===== config.mk =====
export PLATFORM = sky130hd
export DESIGN_NAME = spi_slave_phy
export DESIGN_NICKNAME = d
export VERILOG_FILES = /design/src/rtl/spi_pkg.sv /design/src/rtl/spi_sync_edge.sv /design/src/rtl/spi_slave_phy.sv
export SDC_FILE = /design/constraint.sdc
export NUM_CORES = 1
export LEC_CHECK = 0
export CAP_MARGIN = 20
export CORE_ASPECT_RATIO = 0.75
export CORE_UTILIZATION = 47
export CTS_CLUSTER_SIZE = 10
export DETAILED_ROUTE_END_ITERATION = 8
export HOLD_SLACK_MARGIN = 0.03
export PLACE_DENSITY_LB_ADDON = 0.12
export SETUP_SLACK_MARGIN = 0.1
export SLEW_MARGIN = 30
export SYNTH_ARGS = -nofsm -noshare
export SYNTH_HDL_FRONTEND = slang
export SYNTH_SLANG_ARGS = --single-unit

===== constraint.sdc =====
create_clock -name clk -period 1.9 [get_ports clk]
set_clock_uncertainty 0.05 [all_clocks]
set_input_delay 0.285 -clock clk [delete_from_list [all_inputs] [get_ports clk]]
set_output_delay 0.285 -clock clk [all_outputs]
set_load 0.01 [all_outputs]

===== src/rtl/spi_pkg.sv =====
// Shared definitions for the SPI slave front end: command codes, phy state
// encoding and the fixed SPI word width.
package spi_pkg;

  localparam int SPI_WORD_W = 8;

  localparam logic [3:0] CMD_NOP  = 4'd0;
  localparam logic [3:0] CMD_FIFO = 4'd1;
  localparam logic [3:0] CMD_RD   = 4'd2;
  localparam logic [3:0] CMD_WR   = 4'd3;

  typedef enum logic [1:0] {
    ST_IDLE     = 2'd0,
    ST_CMD_BYTE = 2'd1,
    ST_DATA     = 2'd2
  } phy_state_e;

endpackage


===== src/rtl/spi_sync_edge.sv =====
// N-stage synchroniser for one asynchronous input, with one-clock rise/fall
// strobes derived from the synchronised level.
module spi_sync_edge #(
  parameter int   STAGES  = 2,
  parameter logic RST_VAL = 1'b0
) (
  input  logic clk_i,
  input  logic rst_i,
  input  logic d_i,
  output logic q_o,
  output logic rise_o,
  output logic fall_o
);

  logic [STAGES-1:0] sync_q;
  logic              prev_q;

  always_ff @(posedge clk_i or posedge rst_i) begin
    if (rst_i) begin
      sync_q <= {STAGES{RST_VAL}};
      prev_q <= RST_VAL;
    end else begin
      sync_q <= {sync_q[STAGES-2:0], d_i};
      prev_q <= sync_q[STAGES-1];
    end
  end

  assign q_o    = sync_q[STAGES-1];
  assign rise_o = q_o & ~prev_q;
  assign fall_o = ~q_o & prev_q;

endmodule


===== src/rtl/spi_slave_phy.sv =====
// SPI mode-0 slave front end: oversampled SCK/MOSI/CS_N, MSB-first byte
// deserialiser, command-nibble decode and MISO serialiser.
module spi_slave_phy
  import spi_pkg::*;
#(
  parameter int SYNC_STAGES = 2,
  parameter int WORD_W      = SPI_WORD_W
) (
  input  logic       clk,
  input  logic       rst,
  input  logic       sck,
  input  logic       mosi,
  input  logic       cs_n,
  output logic       miso,
  output logic       miso_oe,
  output logic [3:0] CMD,
  output logic       cmd_valid,
  output logic [7:0] rx_data,
  output logic       rx_valid,
  output logic       DONE,
  input  logic [7:0] tx_data,
  output logic       tx_ack
);

  logic sck_lvl, sck_rise, sck_fall;
  logic mosi_sync, mosi_rise, mosi_fall;
  logic cs_sync, cs_rise, cs_fall;

  spi_sync_edge #(.STAGES(SYNC_STAGES), .RST_VAL(1'b0)) u_sync_sck (
    .clk_i(clk), .rst_i(rst), .d_i(sck),
    .q_o(sck_lvl), .rise_o(sck_rise), .fall_o(sck_fall)
  );

  spi_sync_edge #(.STAGES(SYNC_STAGES), .RST_VAL(1'b0)) u_sync_mosi (
    .clk_i(clk), .rst_i(rst), .d_i(mosi),
    .q_o(mosi_sync), .rise_o(mosi_rise), .fall_o(mosi_fall)
  );

  spi_sync_edge #(.STAGES(SYNC_STAGES), .RST_VAL(1'b1)) u_sync_cs (
    .clk_i(clk), .rst_i(rst), .d_i(cs_n),
    .q_o(cs_sync), .rise_o(cs_rise), .fall_o(cs_fall)
  );

  // SCK level and MOSI edges carry no information here; only SCK edges and the MOSI level do.
  logic unused_sync_outs;
  assign unused_sync_outs = ^{sck_lvl, mosi_rise, mosi_fall};

  phy_state_e        state_q, state_d;
  logic [2:0]        bit_cnt_q, bit_cnt_d;
  logic [WORD_W-1:0] rx_shift_q, rx_shift_d;
  logic [WORD_W-1:0] tx_shift_q, tx_shift_d;
  logic              skip_fall_q, skip_fall_d;
  logic [3:0]        cmd_q, cmd_d;
  logic              cmd_valid_q, cmd_valid_d;
  logic [7:0]        rx_data_q, rx_data_d;
  logic              rx_valid_q, rx_valid_d;
  logic              tx_ack_q, tx_ack_d;
  logic              miso_oe_q;

  always_comb begin
    state_d     = state_q;
    bit_cnt_d   = bit_cnt_q;
    rx_shift_d  = rx_shift_q;
    tx_shift_d  = tx_shift_q;
    skip_fall_d = skip_fall_q;
    cmd_d       = cmd_q;
    cmd_valid_d = cmd_valid_q;
    rx_data_d   = rx_data_q;
    rx_valid_d  = 1'b0;
    tx_ack_d    = 1'b0;

    // Deselect outranks everything, including a coincident SCK edge.
    if (cs_rise) begin
      state_d     = ST_IDLE;
      bit_cnt_d   = 3'd0;
      rx_shift_d  = '0;
      skip_fall_d = 1'b0;
      cmd_d       = CMD_NOP;
      cmd_valid_d = 1'b0;
    end else if (cs_fall) begin
      state_d     = ST_CMD_BYTE;
      bit_cnt_d   = 3'd0;
      rx_shift_d  = '0;
      tx_shift_d  = '0;
      skip_fall_d = 1'b0;
      cmd_d       = CMD_NOP;
      cmd_valid_d = 1'b0;
    end else if (state_q != ST_IDLE) begin
      if (sck_rise) begin
        rx_shift_d = {rx_shift_q[WORD_W-2:0], mosi_sync};
        bit_cnt_d  = bit_cnt_q + 3'd1;
        if (bit_cnt_q == 3'(SPI_WORD_W - 1)) begin
          tx_shift_d  = tx_data;
          tx_ack_d    = 1'b1;
          skip_fall_d = 1'b1;
          if (state_q == ST_CMD_BYTE) begin
            cmd_d       = rx_shift_d[3:0];
            cmd_valid_d = 1'b1;
            state_d     = ST_DATA;
          end else begin
            rx_data_d  = rx_shift_d;
            rx_valid_d = 1'b1;
          end
        end
      end else if (sck_fall) begin
        // The fall right after a load must leave the new MSB on MISO.
        if (skip_fall_q) begin
          skip_fall_d = 1'b0;
        end else begin
          tx_shift_d = {tx_shift_q[WORD_W-2:0], 1'b0};
        end
      end
    end
  end

  always_ff @(posedge clk or posedge rst) begin
    if (rst) begin
      state_q     <= ST_IDLE;
      bit_cnt_q   <= 3'd0;
      rx_shift_q  <= '0;
      tx_shift_q  <= '0;
      skip_fall_q <= 1'b0;
      cmd_q       <= CMD_NOP;
      cmd_valid_q <= 1'b0;
      rx_data_q   <= 8'd0;
      rx_valid_q  <= 1'b0;
      tx_ack_q    <= 1'b0;
      miso_oe_q   <= 1'b0;
    end else begin
      state_q     <= state_d;
      bit_cnt_q   <= bit_cnt_d;
      rx_shift_q  <= rx_shift_d;
      tx_shift_q  <= tx_shift_d;
      skip_fall_q <= skip_fall_d;
      cmd_q       <= cmd_d;
      cmd_valid_q <= cmd_valid_d;
      rx_data_q   <= rx_data_d;
      rx_valid_q  <= rx_valid_d;
      tx_ack_q    <= tx_ack_d;
      miso_oe_q   <= ~cs_sync;
    end
  end

  assign miso      = tx_shift_q[WORD_W-1];
  assign miso_oe   = miso_oe_q;
  assign CMD       = cmd_q;
  assign cmd_valid = cmd_valid_q;
  assign rx_data   = rx_data_q;
  assign rx_valid  = rx_valid_q;
  assign DONE      = rx_valid_q;
  assign tx_ack    = tx_ack_q;

endmodule


### Word-level counts from Yosys, hierarchy flattened

Cells that the tools add are included.

* logic and storage cells: 95
* memories: 0
* bits in registers: 45
* memory bits (writable): 0
* input port bits: 13
* latch bits: 0
* ROM bits: 0
* output and inout bits: 18

* equal/unequal tests: 5
* multiplexer cells: 49
* reduce and logical (&&, ||, !) cells: 13
* multiply operators: 0
* order comparisons: 0
* $add $sub $neg: 1
* bitwise gates (word level): 11
* div/mod/pow operators: 0
* shift-type cells: 0

Operators by type and width (count)
* $mux W8: 6
* $mux W7: 4
* $mux W4: 6
* $mux W1: 23
* $reduce_bool A3 Y1: 5
* $mux W2: 6
* $mux W3: 4
* $not A1 Y1: 7
* $reduce_and A6 Y1: 1
* $reduce_and A5 Y1: 1
* $and A1 B1 Y1: 4
* $ne A4 B1 Y1 const B: 1
* $reduce_and A4 Y1: 1
* $reduce_bool A2 Y1: 2
* $reduce_bool A4 Y1: 1
* $add A3 B1 Y3 const B: 1
* $eq A3 B3 Y1 const B: 1
* $ne A3 B1 Y1 const B: 1
* $ne A3 B3 Y1 const B: 1
* $reduce_and A3 Y1: 1
* $eq A2 B1 Y1 const B: 1
* $reduce_and A2 Y1: 1

### Longest topological paths before layout

Gate-level depths: netlist of the first run.

* word-level depth: 7
* depth in mapped cells: 8
* mapped depth without buffers: 5

### By module

From an unflattened synthesis of the first run, not the netlist that was laid out.

* cell total of the unflattened synthesis: 159
* area, all modules: 1895.6 um^2

Modules (own cells, without submodules)
* spi_slave_phy: area an instance 1610.3 um^2, seq. area each 900.9 um^2, cells each 141, instances 1
* spi_sync_edge (u_sync_mosi ...): area an instance 93.8 um^2, seq. area each 75.1 um^2, cells each 6, instances 2
* spi_sync_edge (u_sync_cs): area an instance 97.6 um^2, seq. area each 78.8 um^2, cells each 6, instances 1

### Worst setup path after synthesis of the first run

OpenSTA, ideal clock, no wires.

* path type: register to register
* start point: register u_sync_cs.sync_q[1]
* end point: register cmd_q[0] (netlist: CMD[0])
* setup time: 0.125 ns
* arrival time: 1.780 ns
* stages on the path, launching flop included: 6
* period minus slack after synthesis: 1.955 ns
* setup slack: -0.055 ns
* required time: 1.725 ns
* buffers on the path: 0
* path through: dfstp_2 inv_1 ha_1 nor3b_1 a211oi_2 mux2_2

* word-level cells in the longest chain between the ends: 4
* elaborated cells between the ends (all ways): 10
* those cells by class: 2 x mux; 3 x bitwise; 5 x reduce/logical

RTL lines
* from (decl): RTL line spi_sync_edge.sv:15 `logic [STAGES-1:0] sync_q;`
* from (signal assigned): RTL line spi_sync_edge.sv:20 `sync_q <= {STAGES{RST_VAL}};`
* from (signal assigned): RTL line spi_sync_edge.sv:23 `sync_q <= {sync_q[STAGES-2:0], d_i};`
* $not A1 Y1: RTL line spi_sync_edge.sv:30 `assign fall_o = ~q_o & prev_q;`
* $and A1 B1 Y1: RTL line spi_sync_edge.sv:30
* $reduce_bool A3 Y1 (no source line) / $mux W4 (equally long branches)
* $reduce_and A4 Y1 (no source line) / $mux W4 (equally long branches)
* to (signal assigned): RTL line spi_slave_phy.sv:135 `cmd_q <= cmd_d;`
* to (decl): RTL line spi_slave_phy.sv:53 `logic [3:0] cmd_q, cmd_d;`

Several ways; a longest one is shown, not always the timed one.
A chain may end at the register's enable or synchronous reset.

### Worst setup path after layout of the first run

Ends and elaborated chain as after synthesis.

==> impl_results.md, run 1 <==
* Period utilization at 96.14%
* Worst-Skew Late Latency at 0.30 ns
* Synth async-reset ratio at 100.0%
* WL/cell at 15.05 µm
* Cell area power density at 983.0 nW/µm²
* Area delta synth->final at 33.63%
* Crit path depth at 6
* Register-to-Register Path Depth at 6
* Routed wire length at 3867 µm
* Worst-path fanout max at 6
* Clk slew on worst S/H paths at 0.09 ns
* Slew @ Worst Pin at 0.5634 ns
* Comb pwr share at 27.2%
* Cells along the critical path: ha_2 > nor3_2 > buf_4 > a211oi_4 > buf_12 > mux2_4
* Ports at 31
* Final ANT Viol Nets at 0
* Capturing point of the worst reg2reg path: CMD[0]
* Die height at 58.04 µm
* Core ar. at 3827 µm²
* Critical Path End Type: register
* Largest delay contributor family on the critical path: flip-flops
* Worst endpoint required time at 2.04 ns
* Status: completed
* Pre-CTS setup slack at 0.05522 ns
* Max-cap violations at 0
* Peak VDD IR at 0.0007620 V
* Antenna Cells at 0
* Minimum clock period at 1.827 ns
* Total grt overflow at 0
* Synth area leaders: dfrtp_1, mux2_2, dfstp_2
* H-tree depth at 2
* Final setup margin at 0.07336 ns
* IO buf count at 30
* Yosys cell types at 32
* Fmax at 547.5 MHz
* Crit Path Category: register to register
* Cell internal pwr at 1.819 mW
* Post-route cell area at 2630 µm²
* Placed Instance Area at 2456 µm²
* GPL Wtd Cong at 0.7195
* Vias in the first global route at 1377
* Share of layout cells above drive strength 1 at 31.22%
* Largest net degree at the start of global routing at 45
* DRC at 0
* Initial antenna violation count at 0
* Max incr delay on CP at 0.56 ns
* Pleak at 1.132 nW
* DP HPWL at 2632 µm
* Row count at 19
* Final Hold Violating Endpoints at 0
* DRT iter0 DRCs at 109
* Global-route wire length before repair at 6520 µm
* RSZ-0062 raised after global routing: true
* Final Power at 2.585 mW
* Tightest Hold Check Type: primary input to asynchronous set/reset pin
* Switching Power at 0.7667 mW
* Sequential area share after synthesis at 56.13%
* Hold_buf cts at 0
* Initial core utilization at 51.42%
* Setup crit start kind: register
* Critical Path Sink: CMD[0]
* Cells after Synth at 158
* Via count at 1407
* Setup-failing EPs final at 0
* Crit path launch: u_sync_cs.sync_q[1]
* Vias per cell at 5.475
* Max-slew headroom at 62.36%
* WHS at 0.2900 ns
* Sequential power share at 48.8%
* Max-slew violations at 0
* CTS tree: yes
* Synth Cell Area at 1968 µm²
* Fillers at 281
* Share of the synthesized area in the top cell type at 52.13%
* Worst R2R Setup Slack at 0.07 ns
* GRT Total Usage at 19.30%
* Syn Nets at 177
* R2r startpoint: u_sync_cs.sync_q[1]
* Clock network power share at 24.0%
* Syn_area_per_cell at 12.46 µm²
* Switching Share at 29.66%
* #FFs+latches synth at 44
* Final nets at 223
* First-pass DRT Iterations at 4
* DIE WIDTH at 76.72 µm
* Bufs on Longest Clock Path at 2
* Synth area leader: dfrtp_1
* CTS root buf: clkbuf_8
* Synth warn at 0
* CTS buffer count at 5
* Slowest-stage cell, CP: dfstp_2
* Post-synth EDFFs at 0
* Die Area at 4453 µm²
* Dominant synthesized flop cell: dfrtp_1
* Worst Path Arrival at 1.97 ns
* Clk sinks at 44
* WP buf/inv at 2
-- worst reg2reg max path: stages, from the launching register on --
cell and delay, ns:
dfstp_2 0.56, ha_2 0.23, nor3_2 0.04, buf_4 0.15, a211oi_4 0.24, buf_12 0.16
mux2_4 0.30
-- cell usage after synthesis (2+ instances only) --
master,count
and2_1,5
buf_6,3
clkbuf_1,4
dfrtp_1,41
dfstp_2,3
ha_1,6
inv_1,6
mux2_2,18
mux2i_1,7
nand2_1,15
nor2_1,4
nor2b_1,2
nor3_1,2
o211ai_1,8
o21ai_0,6
o311ai_0,8
o31ai_1,5
-- through the flow --
stage / util, % / cells / TNS (ns)
2_1_floorplan: - / 158 / 0
3_3_place_gp: 64.17 / 244 / 0
3_5_place_dp: 64.17 / 244 / 0
4_1_cts: 66.98 / 253 / 0
5_1_grt: 68.72 / 257 / -0.0008251
6_report: 68.72 / 257 / 0
-- area by class of cell --
cell class                 count  area [µm²]  share of cell area, %
sequential                    44        1106                  42.06
multi-input combinational     98       863.3                  32.83
timing repair buffer          49       475.5                  18.08
clock buffer                   6       82.58                  3.140
tap                           52       65.06                  2.474
inverter                       6       22.52                 0.8563
clock inverter                 2       15.01                 0.5709
-- cell families after synthesis --
kind of cell | after synthesis | synth area share (%)
flip-flops | 44 | 56.13
AND/OR/NAND/NOR | 35 | 9.408
AO/OA/AOI/OAI | 32 | 12.33
multiplexers | 25 | 13.86
buffers and inverters | 16 | 4.449
adder cells (fa/ha/maj) | 6 | 3.814
-- what timing repair did --
item / 4_1_cts / 5_1_grt
buffers inserted: 1 / 4
endpoints found under the setup margin: 22 / 28
pin swaps: 2 / 3
hold endpoints to repair: 0 / 0
gates resized for setup: 2 / 12
-- state kept, by name (all words and copies together), names as in the netlist --
register            flops
u_sync_mosi.sync_q      2
CMD                     4
rx_data                 8
bit_cnt_q               3
state_q                 1
u_sync_cs.prev_q        1
u_sync_sck.prev_q       1
rx_shift_q              7
tx_ack                  1
u_sync_sck.sync_q       2
skip_fall_q             1
tx_shift_q              8
cmd_valid               1
miso_oe                 1
DONE                    1
u_sync_cs.sync_q        2
-- worst min path at each step --
stage	from	endpoint	slack (ns)	depth (start not counted)
6_report	rst	tx_shift_q[5]	0.29	3
5_1_grt	u_sync_sck.sync_q[0]	u_sync_sck.sync_q[1]	0.31	0
4_1_cts	rst	rx_shift_q[3]	0.30	3
3_5_place_dp	u_sync_sck.sync_q[0]	u_sync_sck.sync_q[1]	0.28	0
3_3_place_gp	u_sync_mosi.sync_q[0]	u_sync_mosi.sync_q[1]	0.28	0
2_1_floorplan	cs_n	u_sync_cs.sync_q[0]	0.24	0
-- layout by cell type, fill, tap and decap left out, drive strengths merged --
cell and n:
dfstp 3, or3 1, o21ai 6, nor2b 3, nand4 1, nand3b 1
nand2 15, clkinvlp 2, a211oi 1, ha 6, dfrtp 41, nor3 2
a22oi 1, or4b 1, buf 19, nand3 1, o31ai 5, o22a 1
inv 6, o21bai 1, mux2 18, nor3b 1, o32ai 1, mux2i 7
o211ai 8, and2 5, clkdlybuf4s50 30, nor2 4, clkbuf 6, o311ai 8
-- power by group through the flow --
stage               clock network, mW  registers, mW  logic (mW)
floorplan                           0           1.25       0.398
global placement                    0           1.26       0.611
detailed placement                  0           1.27       0.638
CTS                             0.632           1.25       0.658
global route                    0.667           1.29       0.780
finish                          0.619           1.26       0.704
-- layer usage --
| metal | track usage (%) | vias up | wire length (µm) |
|---|---|---|---|
| met1 | 26.40 | 708 | 1821 |
| met4 | 7.418 | 0 | 44 |
| met5 | 0 | - | 0 |
| li1 | - | 665 | - |
| met3 | 4.409 | 5 | 136 |
| met2 | 30.36 | 29 | 1865 |
No activity file was read; power rests on OpenSTA's default activity.
==> run 2: changes to the inputs <==
- ABC_AREA: not set -> 1
- CORE_UTILIZATION: 47 -> 48
==> run 2 against run 1 <==
  * Sequential share of layout area grew 1.5 points
  * Highest routed layer unchanged
  * Fmax grew 6.7%
  * Power shrank 3.0%
  * Largest cell class unchanged
  * Critical endpoint is now cmd_valid
==> impl_results.md, run 2 <==
* Status: completed (unchanged)
* Most common cell in the netlist: nand2_1 (was dfrtp_1)
* Largest net degree at the start of global routing at 45 (unchanged)
* RSZ-0062 raised after global routing: false (was true)
* Via count at 1546 (was 1407)
* Post-Synth Simple-Gate Area at 32.16% (was 9.409%)
* Row count at 19 (unchanged)
* First-pass DRT Iterations at 4 (unchanged)
* CTS buffer count at 5 (unchanged)
* Synth Area in XOR/XNOR at 0% (unchanged)
* Final Power at 2.508 mW (was 2.585 mW)
* Cells along the critical path: clkdlybuf4s50_1 (was ha_2 > nor3_2 > buf_4 > a211oi_4 > buf_12 > mux2_4)
* Most frequent cells after synthesis: nand2_1, dfrtp_1, nand3_1, nor2_1, inv_1 (was dfrtp_1, mux2_2, nand2_1, o211ai_1, o311ai_0)
* Syn Nets at 241 (was 177)
* Period utilization at 90.07% (was 96.14%)
* Cells after Synth at 222 (was 158)
* Initial antenna violation count at 0 (unchanged)
* Yosys cell types at 25 (was 32)
* Final ANT Viol Nets at 0 (unchanged)
* DIE WIDTH at 76.46 µm (was 76.72 µm)
* Minimum clock period at 1.711 ns (was 1.827 ns)
* Sequential area share after synthesis at 55.36% (was 56.13%)
* Max-cap violations at 0 (unchanged)
* # placed instances at 304 (was 244)
* Setup crit start kind: register (unchanged)
* Max incr delay on CP at 0.59 ns (was 0.56 ns)
* Final nets at 283 (was 223)
* Share of layout cells above drive strength 1 at 17.36% (was 31.22%)
* Compound-Gate Fraction of Synth Area at 3.824% (was 12.33%)
* Max-slew violations at 0 (unchanged)
* Fillers at 319 (was 281)
* Slowest-stage cell, CP: clkdlybuf4s50_1 (was dfstp_2)
* Vias in the first global route at 1397 (was 1377)
* Synth area leaders: dfrtp_1, nand2_1, nand3_1 (was dfrtp_1, mux2_2, dfstp_2)
* Fmax at 584.3 MHz (was 547.5 MHz)
* Clk slew on worst S/H paths at 0.08 ns (was 0.09 ns)
* Vias per cell at 4.877 (was 5.475)
* Total grt overflow at 0 (unchanged)
* Synth Cell Area at 1996 µm² (was 1968 µm²)
* Max-slew headroom at 75.46% (was 62.36%)
* Bufs on Longest Clock Path at 2 (unchanged)
* WL/cell at 11.74 µm (was 15.05 µm)
* Slew @ Worst Pin at 0.3673 ns (was 0.5634 ns)
* Worst Path Arrival at 1.38 ns (was 1.97 ns)
* #FFs+latches synth at 44 (unchanged)
* Peak VDD IR at 0.0005408 V (was 0.0007620 V)
* Setup-failing EPs final at 0 (unchanged)
* Die Area at 4422 µm² (was 4453 µm²)
* Cell area power density at 987.9 nW/µm² (was 983.0 nW/µm²)
* DRC at 0 (unchanged)
* WP buf/inv at 1 (was 2)
* Area delta synth->final at 27.21% (was 33.63%)
* DRT iter0 DRCs at 97 (was 109)
* CTS tree: yes (unchanged)
* Synth warn at 0 (unchanged)
* Global-route wire length before repair at 6244 µm (was 6520 µm)
* Clk sinks at 44 (unchanged)
* Crit Path Category: register to output pin (was register to register)
* Commonest non-fill, non-tap cell in the layout: nand2_1 (was dfrtp_1)
* Mux share of post-synthesis cell area at 0% (was 13.86%)
* CTS root buf: clkbuf_8 (unchanged)
* Worst-Skew Late Latency at 0.29 ns (was 0.30 ns)
* Ports at 31 (unchanged)
* GRT Total Usage at 18.49% (was 19.30%)
* Hold_buf cts at 0 (unchanged)
* Largest family of logic cells by synthesized area: simple AND/OR/NAND/NOR gates (was multiplexers)
* Syn_area_per_cell at 8.989 µm² (was 12.46 µm²)
* Dominant synthesized flop cell: dfrtp_1 (unchanged)
* Setup TNS at 0 ns (unchanged)
* Post-Synth Adder-Cell Area at 3.762% (was 3.814%)
* Share of the synthesized area in the top cell type at 51.41% (was 52.13%)
* Worst-path fanout max at 6 (unchanged)
* Post-synth EDFFs at 0 (unchanged)
* Final Hold Violating Endpoints at 0 (unchanged)
* Die height at 57.84 µm (was 58.04 µm)
* Antenna Cells at 0 (unchanged)
* Final Non-Filler Cells at 317 (was 257)
* Critical Path End Type: output pin (was register)
* Routed wire length at 3723 µm (was 3867 µm)
* Worst endpoint required time at 1.56 ns (was 2.04 ns)
* Placed Instance Area at 2364 µm² (was 2456 µm²)
* Synth async-reset ratio at 100.0% (unchanged)
* FF/Latch Area at 1105 µm² (was 1106 µm²)
* GPL Wtd Cong at 0.8384 (was 0.7195)
* IO buf count at 30 (unchanged)
* Synth area leader: dfrtp_1 (unchanged)
* Area occupied by multi-input gates at 825.8 µm² (was 863.3 µm²)
* Most frequent cells in the layout: nand2_1, dfrtp_1, clkdlybuf4s50_1, nand3_1, nor2_1 (was dfrtp_1, clkdlybuf4s50_1, nand2_1, buf_4, mux2_2)
* Post-route cell area at 2539 µm² (was 2630 µm²)
* Largest delay contributor family on the critical path: buffers and inverters (was flip-flops)
* DP HPWL at 2603 µm (was 2632 µm)
* Util after Layout at 66.33% (was 68.72%)
* Initial core utilization at 52.14% (was 51.42%)
* Tightest Hold Check Type: primary input to asynchronous set/reset pin (unchanged)
* Pleak at 1.283 nW (was 1.132 nW)
* Core ar. at 3827 µm² (unchanged)
* H-tree depth at 2 (unchanged)
[run 2: cell types whose count changed after synthesis, moves of 6 or more]
| cell | before | now |
|---|---|---|
| mux2i_1 | 7 | 0 |
| inv_1 | 6 | 13 |
| mux2_2 | 18 | 0 |
| nand3_1 | 1 | 24 |
| nand2_1 | 15 | 75 |
| o211ai_1 | 8 | 0 |
| nor2_1 | 4 | 22 |
| o311ai_0 | 8 | 0 |
| nand2_2 | 0 | 6 |
[run 2: area by class of cell]
type                    instances  area share [%]
flip-flops and latches         44           43.52
multi-input cells             159           32.53
repair buffers                 38           15.18
clock buffers                   6           3.253
inverters                      16           2.563
well taps                      52           2.563
clock inverters                 2          0.3943
[run 2: metrics by stage]
step	setup slack [ns]	hold slack [ns]
global route	0.1273	0.3096
detailed placement	0.05454	0.2871
global placement	0.09142	0.2857
finish	0.1887	0.2954
floorplan	0.2471	0.2395
CTS	0.1175	0.2993
[run 2: kinds of logic after synthesis]
logic type	count (synthesis)
and+or+nand+nor	140
DFF	44
buffers and inverters	19
adders and majority gates	6
AOI/OAI and AO/OA	13
[run 2: routing by layer]
metal	GRT usage, %	up-vias	routed length [µm]
met5	0	-	0
met4	6.593	0	47
met3	4.882	7	134
met2	26.51	31	1516
met1	27.23	719	2026
li1	-	789	-
[run 2: worst paths after layout]
kind,depth (start not counted),slack [ns],from,to
setup / recovery,1,0.19,cmd_valid,cmd_valid
max in group asynchronous,3,1.25,rst,u_sync_cs.sync_q[1]
setup reg to reg,8,0.21,u_sync_cs.sync_q[1],tx_ack
hold reg to reg,0,0.30,u_sync_sck.sync_q[0],u_sync_sck.sync_q[1]
hold / removal,3,0.30,rst,bit_cnt_q[1]
min in group clk,0,0.30,u_sync_sck.sync_q[0],u_sync_sck.sync_q[1]
[run 2: power breakdown]
group / internal, mW / leakage [nW] / total [mW] / switching, mW
logic: 0.304 / 0.658 / 0.688 / 0.384
clock network: 0.290 / 0.0510 / 0.581 / 0.291
registers: 1.12 / 0.573 / 1.24 / 0.120
[run 2: what timing repair did]
item / in CTS / in global routing
endpoints found under the setup margin: 8 / 21
pin swaps: 1 / 1
setup buffers: 2 / 3
resized for setup: 0 / 8
